<file path="src/rtl/silife_wb_loader.sv">
`default_nettype none
// ============================================================================
// Module   : silife_wb_loader
// Brief    : Wishbone classic initiator that loads a WIDTHxHEIGHT pattern plus
//            the control word into SiLife, or dumps all rows into a snapshot.
// Revision : 1.0 - initial release
// ============================================================================
module silife_wb_loader #(
   parameter int          WIDTH     = 8,
   parameter int          HEIGHT    = 8,
   parameter logic [31:0] BASE_ADDR = 32'h3000_0000,
   parameter int          TIMEOUT   = 16
) (
   input  logic                    clk,
   input  logic                    reset_n,
   input  logic                    start_load,
   input  logic                    start_dump,
   input  logic [WIDTH*HEIGHT-1:0] load_cells,
   input  logic [2:0]              ctrl_value,
   output logic [WIDTH*HEIGHT-1:0] dump_cells,
   output logic                    busy,
   output logic                    done,
   output logic                    error,
   output logic                    o_wb_cyc,
   output logic                    o_wb_stb,
   output logic                    o_wb_we,
   output logic [3:0]              o_wb_sel,
   output logic [31:0]             o_wb_addr,
   output logic [31:0]             o_wb_data,
   input  logic                    i_wb_ack,
   input  logic [31:0]             i_wb_data
);

   localparam int          ROW_W      = $clog2(HEIGHT + 1);
   localparam int          WAIT_W     = $clog2(TIMEOUT + 1);
   localparam logic [31:0] c_row_base = BASE_ADDR + 32'h1000;

   localparam logic [1:0] c_idle   = 2'd0;
   localparam logic [1:0] c_req    = 2'd1;
   localparam logic [1:0] c_gap    = 2'd2;
   localparam logic [1:0] c_finish = 2'd3;

   logic [1:0]              r_state;
   logic [1:0]              w_next;
   logic                    r_is_load;
   logic [WIDTH*HEIGHT-1:0] r_cells;
   logic [2:0]              r_ctrl;
   logic [ROW_W-1:0]        r_row;
   logic [WAIT_W-1:0]       r_wait;
   logic                    w_accept;
   logic                    w_ack;
   logic                    w_last;
   logic                    w_timeout;
   logic                    w_ctrl_phase;
   logic [WIDTH-1:0]        w_row_bits;
   logic                    w_unused;

   assign w_accept     = (r_state == c_idle) && (start_load || start_dump);
   assign w_ack        = (r_state == c_req) && i_wb_ack;
   assign w_ctrl_phase = r_is_load && (r_row == ROW_W'(HEIGHT));
   assign w_last       = r_is_load ? w_ctrl_phase : (r_row == ROW_W'(HEIGHT - 1));
   assign w_timeout    = (r_state == c_req) && !i_wb_ack && (r_wait == WAIT_W'(TIMEOUT - 1));
   assign w_unused     = &{1'b0, i_wb_data};

   always_ff @(posedge clk or negedge reset_n) begin
      if (!reset_n) r_state <= c_idle;
      else          r_state <= w_next;
   end

   always_comb begin
      w_next = r_state;
      case (r_state)
         c_idle:   if (w_accept) w_next = c_req;
         c_req: begin
            if (w_ack)          w_next = w_last ? c_finish : c_gap;
            else if (w_timeout) w_next = c_finish;
         end
         c_gap:    w_next = c_req;
         c_finish: w_next = c_idle;
         default:  w_next = c_idle;
      endcase
   end

   // Command latch, counters, sticky error and the read snapshot.
   always_ff @(posedge clk or negedge reset_n) begin
      if (!reset_n) begin
         r_is_load  <= 1'b0;
         r_cells    <= '0;
         r_ctrl     <= '0;
         r_row      <= '0;
         r_wait     <= '0;
         error      <= 1'b0;
         dump_cells <= '0;
      end else begin
         if (w_accept) begin
            r_is_load <= start_load;
            r_row     <= '0;
            error     <= 1'b0;
            if (start_load) begin
               r_cells <= load_cells;
               r_ctrl  <= ctrl_value;
            end
         end
         if (r_state != c_req || i_wb_ack) r_wait <= '0;
         else                              r_wait <= r_wait + 1'b1;
         if (w_ack && !w_last) r_row <= r_row + 1'b1;
         if (w_timeout) error <= 1'b1;
         if (w_ack && !r_is_load) begin
            for (int i = 0; i < HEIGHT; i++) begin
               if (r_row == ROW_W'(i)) dump_cells[i*WIDTH +: WIDTH] <= i_wb_data[WIDTH-1:0];
            end
         end
      end
   end

   always_comb begin
      w_row_bits = '0;
      for (int i = 0; i < HEIGHT; i++) begin
         if (r_row == ROW_W'(i)) w_row_bits = r_cells[i*WIDTH +: WIDTH];
      end
   end

   always_comb begin
      o_wb_cyc  = 1'b0;
      o_wb_stb  = 1'b0;
      o_wb_we   = 1'b0;
      o_wb_sel  = 4'hF;
      o_wb_addr = '0;
      o_wb_data = '0;
      busy      = (r_state != c_idle);
      done      = (r_state == c_finish);
      if (r_state == c_req) begin
         o_wb_cyc = 1'b1;
         o_wb_stb = 1'b1;
         o_wb_we  = r_is_load;
         if (w_ctrl_phase) begin
            o_wb_addr = BASE_ADDR;
            o_wb_data = {29'b0, r_ctrl};
         end else begin
            o_wb_addr = c_row_base + 32'({r_row, 2'b00});
            if (r_is_load) o_wb_data[WIDTH-1:0] = w_row_bits;
         end
      end
   end

endmodule
`default_nettype wire

</file>
<file path="config.mk">
export PLATFORM = sky130hd
export DESIGN_NAME = silife_wb_loader
export DESIGN_NICKNAME = d
export VERILOG_FILES = /design/src/rtl/silife_wb_loader.sv
export SDC_FILE = /design/constraint.sdc
export NUM_CORES = 1
export LEC_CHECK = 0
export BUFFER_PORTS_ARGS = -buffer_cell sky130_fd_sc_hd__buf_2
export CAP_MARGIN = 20
export CORE_ASPECT_RATIO = 0.6
export CORE_MARGIN = 1
export CORE_UTILIZATION = 30
export CTS_CLUSTER_DIAMETER = 60
export DETAILED_ROUTE_END_ITERATION = 8
export GPL_TIMING_DRIVEN = 1
export PLACE_DENSITY = 0.58
export REMOVE_ABC_BUFFERS = 1
export SYNTH_ARGS = -nofsm -noshare
export SYNTH_HDL_FRONTEND = slang
export SYNTH_SLANG_ARGS = --single-unit
</file>
<file path="constraint.sdc">
create_clock -name clk -period 2.4 [get_ports clk]
set_input_delay 0.24 -clock clk [delete_from_list [all_inputs] [get_ports clk]]
set_output_delay 0.24 -clock clk [all_outputs]
set_load 0.01 [all_outputs]
</file>
# == Word level (Yosys, flattened, before mapping) ==
# Cells that the tools add are included.
# totals
elab_cells,86
reg_bits,144
output_inout_bits,138
in_bits,104
# classes
n_addsub,3
n_eq_ne,15
n_mux,26
n_reduce_logical,27
# op_table
op,n
2-to-1 mux 8 bit,11
2-to-1 mux 31 bit,2
adder 30 x 6 -> 31 bit (first input constant),1
AND reduction 2 bit,10
== test 4 x 3 -> 1 bit (second input constant),4
== test 4 x 2 -> 1 bit (second input constant),2
2-to-1 mux 4 bit,2
case mux 2 bit (4 select lines),1
logical AND 1 bit,7
2-to-1 mux 1 bit,6
2-to-1 mux 2 bit,3
nonzero test 2 bit,3
adder 5 x 1 -> 5 bit (second input constant),1
== test 5 x 4 -> 1 bit (second input constant),1
2-to-1 mux 5 bit,1
adder 4 x 1 -> 4 bit (second input constant),1
== test 2 bit (second input constant),2
== test 4 x 1 -> 1 bit (second input constant),1
== test 4 bit (second input constant),1
logical NOT 4 bit,1
logical NOT 1 bit,3
inequality test 3 bit (second input constant),1
== test 2 x 1 -> 1 bit (second input constant),1
logical NOT 2 bit,1
other kinds (3),4

# == Depth between registers and ports, before layout ==
# depth
ltp_word,12
depth_mapped,8
ltp_nobuf,6

# == Worst setup path before layout ==
# No wires, ideal clock.
# synth_timing
path_kind,flip-flop to output port
start,register r_row[0]
end,output o_wb_data[6]
t_required_ns,2.160
t_arrival_ns,1.881
n_path_buf,2
stages_incl_launch_ff,9
setup_slack_ns,0.279
cell_sequence,dfrtp_1 -> inv_1 -> ha_1 -> clkbuf_1 -> buf_1 -> nand3b_1 -> a211oi_1 -> a211oi_1 -> nor3_1
# synth_via
elab_chain_len,12
elab_cells_between_ends,21
cone_classes,eq/ne (8); mux (11); reduce/logical (2)
# synth_lines
element,line,rtl
start: declaration,48,logic [ROW_W-1:0] r_row;
start signal: assignment,106,if (w_ack && !w_last) r_row <= r_row + 1'b1;
logical NOT 4 bit,119,if (r_row == ROW_W'(i)) w_row_bits = r_cells[i*WIDTH +: WIDTH];
2-to-1 mux 8 bit (8 in a row),119,
2-to-1 mux 8 bit,141,if (r_is_load) o_wb_data[WIDTH-1:0] = w_row_bits;
2-to-1 mux 8 bit (*),136,if (w_ctrl_phase) begin
2-to-1 mux 8 bit (*),132,if (r_state == c_req) begin
end: declaration,29,"output logic [31:0] o_wb_data,"
# Every way passes the cells marked *; elsewhere a longest branch is shown, timed or not.

# == Worst setup path in the final report ==
# layout_timing
start,register r_row[0]
end,output o_wb_data[3]
# Same word-level chain as after synthesis.

==> impl.org <==
** Critical path
- The worst setup path is launched from a flop.
- Nature of the critical path endpoint :: output port
- CP arrival :: approximately 2100 ps
- Critical path data required time :: 2160 ps
- Worst reg2reg startpoint :: r_row[0]$_DFFE_PN0P_
- Critical R2R Capture :: r_row[2]$_DFFE_PN0P_
- Setup Crit Path Kind :: reg -> out
- Counting cells, the worst reg-to-reg path comes to 8.
- Register-to-register setup slack :: ~230 ps
- Maximum fanout along the worst path :: 5

** Clock tree
- TritonCTS built the clock tree.
- TritonCTS buffer count :: 17
- Root buffer selected by CTS :: sky130_fd_sc_hd__clkbuf_16
- The longest clock path from root to sink contains 2 buffers.
- # clock sinks :: 144
- After clock tree synthesis, the clock-pin slew on the worst setup and hold paths is ~60 ps.
- The H-tree generated during clock tree synthesis spans 4 levels.
- The later pin in the worst-skew pair is clocked with a latency of between 400 and 500 ps.

** Finish
- Total number of nets in the final design :: 837
- Once layout is done, the placed cells without fillers occupy around 8800 um2.
- Relative area change from synthesis to final layout :: 30.8%
- Filler cell count :: approximately 2200
- Antenna cells :: 0
- Fraction of layout cells with a size suffix above 1 :: a little under three fifths
- At the end of the flow the core is filled with cells to 40.0%.

** Synthesis
- Number of flip-flops and latches in the synthesized netlist :: between 100 and 150
- The most used flip-flop cell after synthesis is sky130_fd_sc_hd__dfrtp_1.
- Portion of synthesized cell area occupied by the leading cell type :: 53.3%
- Sorting the synthesized cells by area gives the leading types as sky130_fd_sc_hd__dfrtp_1, sky130_fd_sc_hd__mux2_2, sky130_fd_sc_hd__buf_4.
- Count of warnings emitted by yosys :: 0
- Averaged over all synthesized cells, the footprint is 12.7 um2.
- Proportion of synthesized chip area in sequential cells :: a little over half
- Gate count of the mapped netlist :: ~530
- For this run, asynchronously set or reset flops after synthesis account for 100%.
- Yosys mapped a number of flops with a built-in enable equal to 0.
- Yosys instantiated no cell more often than sky130_fd_sc_hd__dfrtp_1.
- Post-Synthesis Cell Area :: just under 7000 um2
- Top cells by instance count after synthesis :: sky130_fd_sc_hd__dfrtp_1, sky130_fd_sc_hd__mux2_2, sky130_fd_sc_hd__buf_4
- Number of library cell types mapped by synthesis :: 43
- Largest area contributor in the synthesized netlist :: sky130_fd_sc_hd__dfrtp_1

** Global routing
- The number of global-route vias before repair was 4687.
- Grt total ovfl :: 0
- Number of antenna violations at the first check in global routing :: 0
- Global routing used 16.3% of the available tracks.
- First-pass GRT wire length :: ~28 mm
- Largest net degree at the start of global routing :: just over 60

** Worst hold path
- The worst hold path begins at load_cells[41].
- In this run the worst hold path is classified as in -> reg.
- The worst hold path was traced through 3 stages.
- The worst hold path terminates at r_cells[41]$_DFFE_PN0P_.

** Die
- From left edge to right edge, the die measures 196 um.
- The core region is roughly 22000 um2.
- Initial Utilization :: 30.6%
- Overall die height :: 118 um
- In this run the count of I/O pins placed on the die edge is ~240.
- Site Rows :: 42
- Area enclosed by the die boundary :: 23100 um2

** Pwr
- Proportion of power drawn by the clock network :: between 20% and 30%
- Combinational logic burns just under 40% of the power.
- In this run the power spent charging and discharging nets is approximately 0.0040 W.
- In this run the static leakage power is around 4.2 nW.
- Total power for the finished layout comes to ~0.012 W.
- Net switching fraction of the power :: roughly a third
- In this run, flip-flops and latches consume between 30% and 40% of the power.
- The internal power of the cells totals around 0.0075 W.
- PD cells :: between 1000 and 1500 nW/um2
- Highest ir drop seen on vdd :: 0.499 mV

** Detailed routing
- Dividing the detail-routed wire length by the instance count gives 17.5 um.
- In the routed design, unresolved DRC markers number 0.
- In this run the remaining antenna-violating nets after routing total 0.
- Vias per inst :: 4.61
- The routed layout has ~4700 vias.
- The first routing iteration left about 220 violations.
- The first TritonRoute pass finished after 4 iterations.
- Total wirelength of the detailed-routed design :: approximately 18 mm

** STA
- Setup violations remaining at the end of the flow were counted as 0.
- Fin. max-slew vios :: 0
- Number of hold-slack violations in the final timing report :: 0
- Final period util :: just under 100%
- Worst-Margin Slew :: between 600 and 700 ps
- Max-slew headroom at the worst pin :: about three fifths
- On the final layout, the worst clock skew is approximately 9.6 ps.
- Max Freq :: 423 MHz
- The worst path in the final design needs a cycle of ~2400 ps, including I/O delays and setup.
- Final hold analysis gives a worst-case slack of 34.2 ps.
- Final Worst Setup Slack :: 37.2 ps
- Setup repair after global routing could not meet its margin everywhere.

** Outcome
- The run finished with clean final reports.

** Placement
- Buffers placed on the I/O ports in this run total roughly 160.
- Detail Placement HPWL :: 12.8 mm
- Pre-CTS setup slack :: around 160 ps
- GP Congestion :: roughly 0.81
- The placed instances occupy a cell area of between 7000 and 8000 um2.

** Run
- Across the run, the number of max-cap violations was 0.
-- sequential cells by signal, indices dropped and copies added (netlist names) --
signal      flops
dump_cells     64
r_ctrl          3
r_is_load       1
r_wait          5
r_state         2
r_cells        64
r_row           4
error           1
-- kinds of logic after synthesis --
family          Yosys count  synth area share, %
fa+ha+maj                 6                 1.11
buf+inv                  92                 8.42
xor+xnor                  2                0.259
other cells               2                0.111
mux                     129                 21.5
simple gates             78                 6.96
compound gates           80                 8.31
flops                   144                 53.3
-- critical path, stage by stage, from the launching register on --
cell and delay (ps):
sky130_fd_sc_hd__dfrtp_2 480, sky130_fd_sc_hd__ha_4 210, sky130_fd_sc_hd__or3_4 400, sky130_fd_sc_hd__a211oi_2 170
sky130_fd_sc_hd__a211oi_1 70, sky130_fd_sc_hd__nor3_1 200, sky130_fd_sc_hd__buf_2 160
-- layout by cell type (no fill, tap or decap), drive strengths merged, types with 7 or more instances in the layout --
cell,synthesis,final
a211oi,15,15
a21oi,21,21
a22oi,7,7
buf,69,202
clkbuf,11,19
conb,2,53
dfrtp,144,144
inv,11,14
mux2,129,129
nand2,16,16
nor2,13,13
nor3,12,12
o21ai,14,14
o221a,7,7
-- worst max path at each step --
stage                              to                    from  depth (start not counted)  slack, ps
6_report                 o_wb_data[3]    r_row[0]$_DFFE_PN0P_                          6         40
5_1_grt                  o_wb_data[1]    r_row[0]$_DFFE_PN0P_                          7        -80
4_1_cts                  o_wb_data[7]    r_row[0]$_DFFE_PN0P_                          6        -50
3_5_place_dp             o_wb_data[7]    r_row[0]$_DFFE_PN0P_                          8        160
3_3_place_gp             o_wb_data[7]    r_row[0]$_DFFE_PN0P_                          8        200
2_1_floorplan  r_cells[0]$_DFFE_PN0P_  r_state[1]$_DFFE_PN0P_                          3      -1790
-- power groups by stage --
stage	Clock, W	Combinational [W]	Sequential (W)
floorplan	0	0.00241	0.00411
global placement	0	0.00407	0.00404
detailed placement	0	0.00411	0.00406
CTS	0.00294	0.00437	0.00404
global route	0.00305	0.00498	0.00421
finish	0.00287	0.00459	0.00408
-- cell type report --
cell class / count / area, um2 / area share, %
Clock buffer: 19 / 443 / 5.01
Clock inverter: 13 / 183 / 2.07
Inverter: 12 / 51.3 / 0.580
Multi-Input combinational cell: 348 / 2970 / 33.6
Sequential cell: 144 / 3610 / 40.8
Tap cell: 286 / 358 / 4.05
Timing Repair Buffer: 204 / 1230 / 13.9
-- routing by layer --
metal	vias to the layer above	routed length [um]	track usage (%)
li1	2193	-	-
met1	2372	9040	24.7
met2	146	7460	22.1
met3	20	1220	4.68
met4	0	203	4.83
met5	-	0	0
-- through the flow --
stage / instances / setup TNS (ps)
5_1_grt: 1026 / -346
4_1_cts: 1020 / -179
3_5_place_dp: 983 / 0
6_report: 1026 / 0
3_3_place_gp: 983 / 0
2_1_floorplan: 504 / -120450
-- what timing repair did --
item                                    CTS  global route
endpoints found under the setup margin    8             8
pin swaps                                 3            10
hold buffers                              2             0
setup buffers                             3             6
resized for setup                        30            25
hold endpoints to repair                 56             0
(Power assumes the default switching activity.)
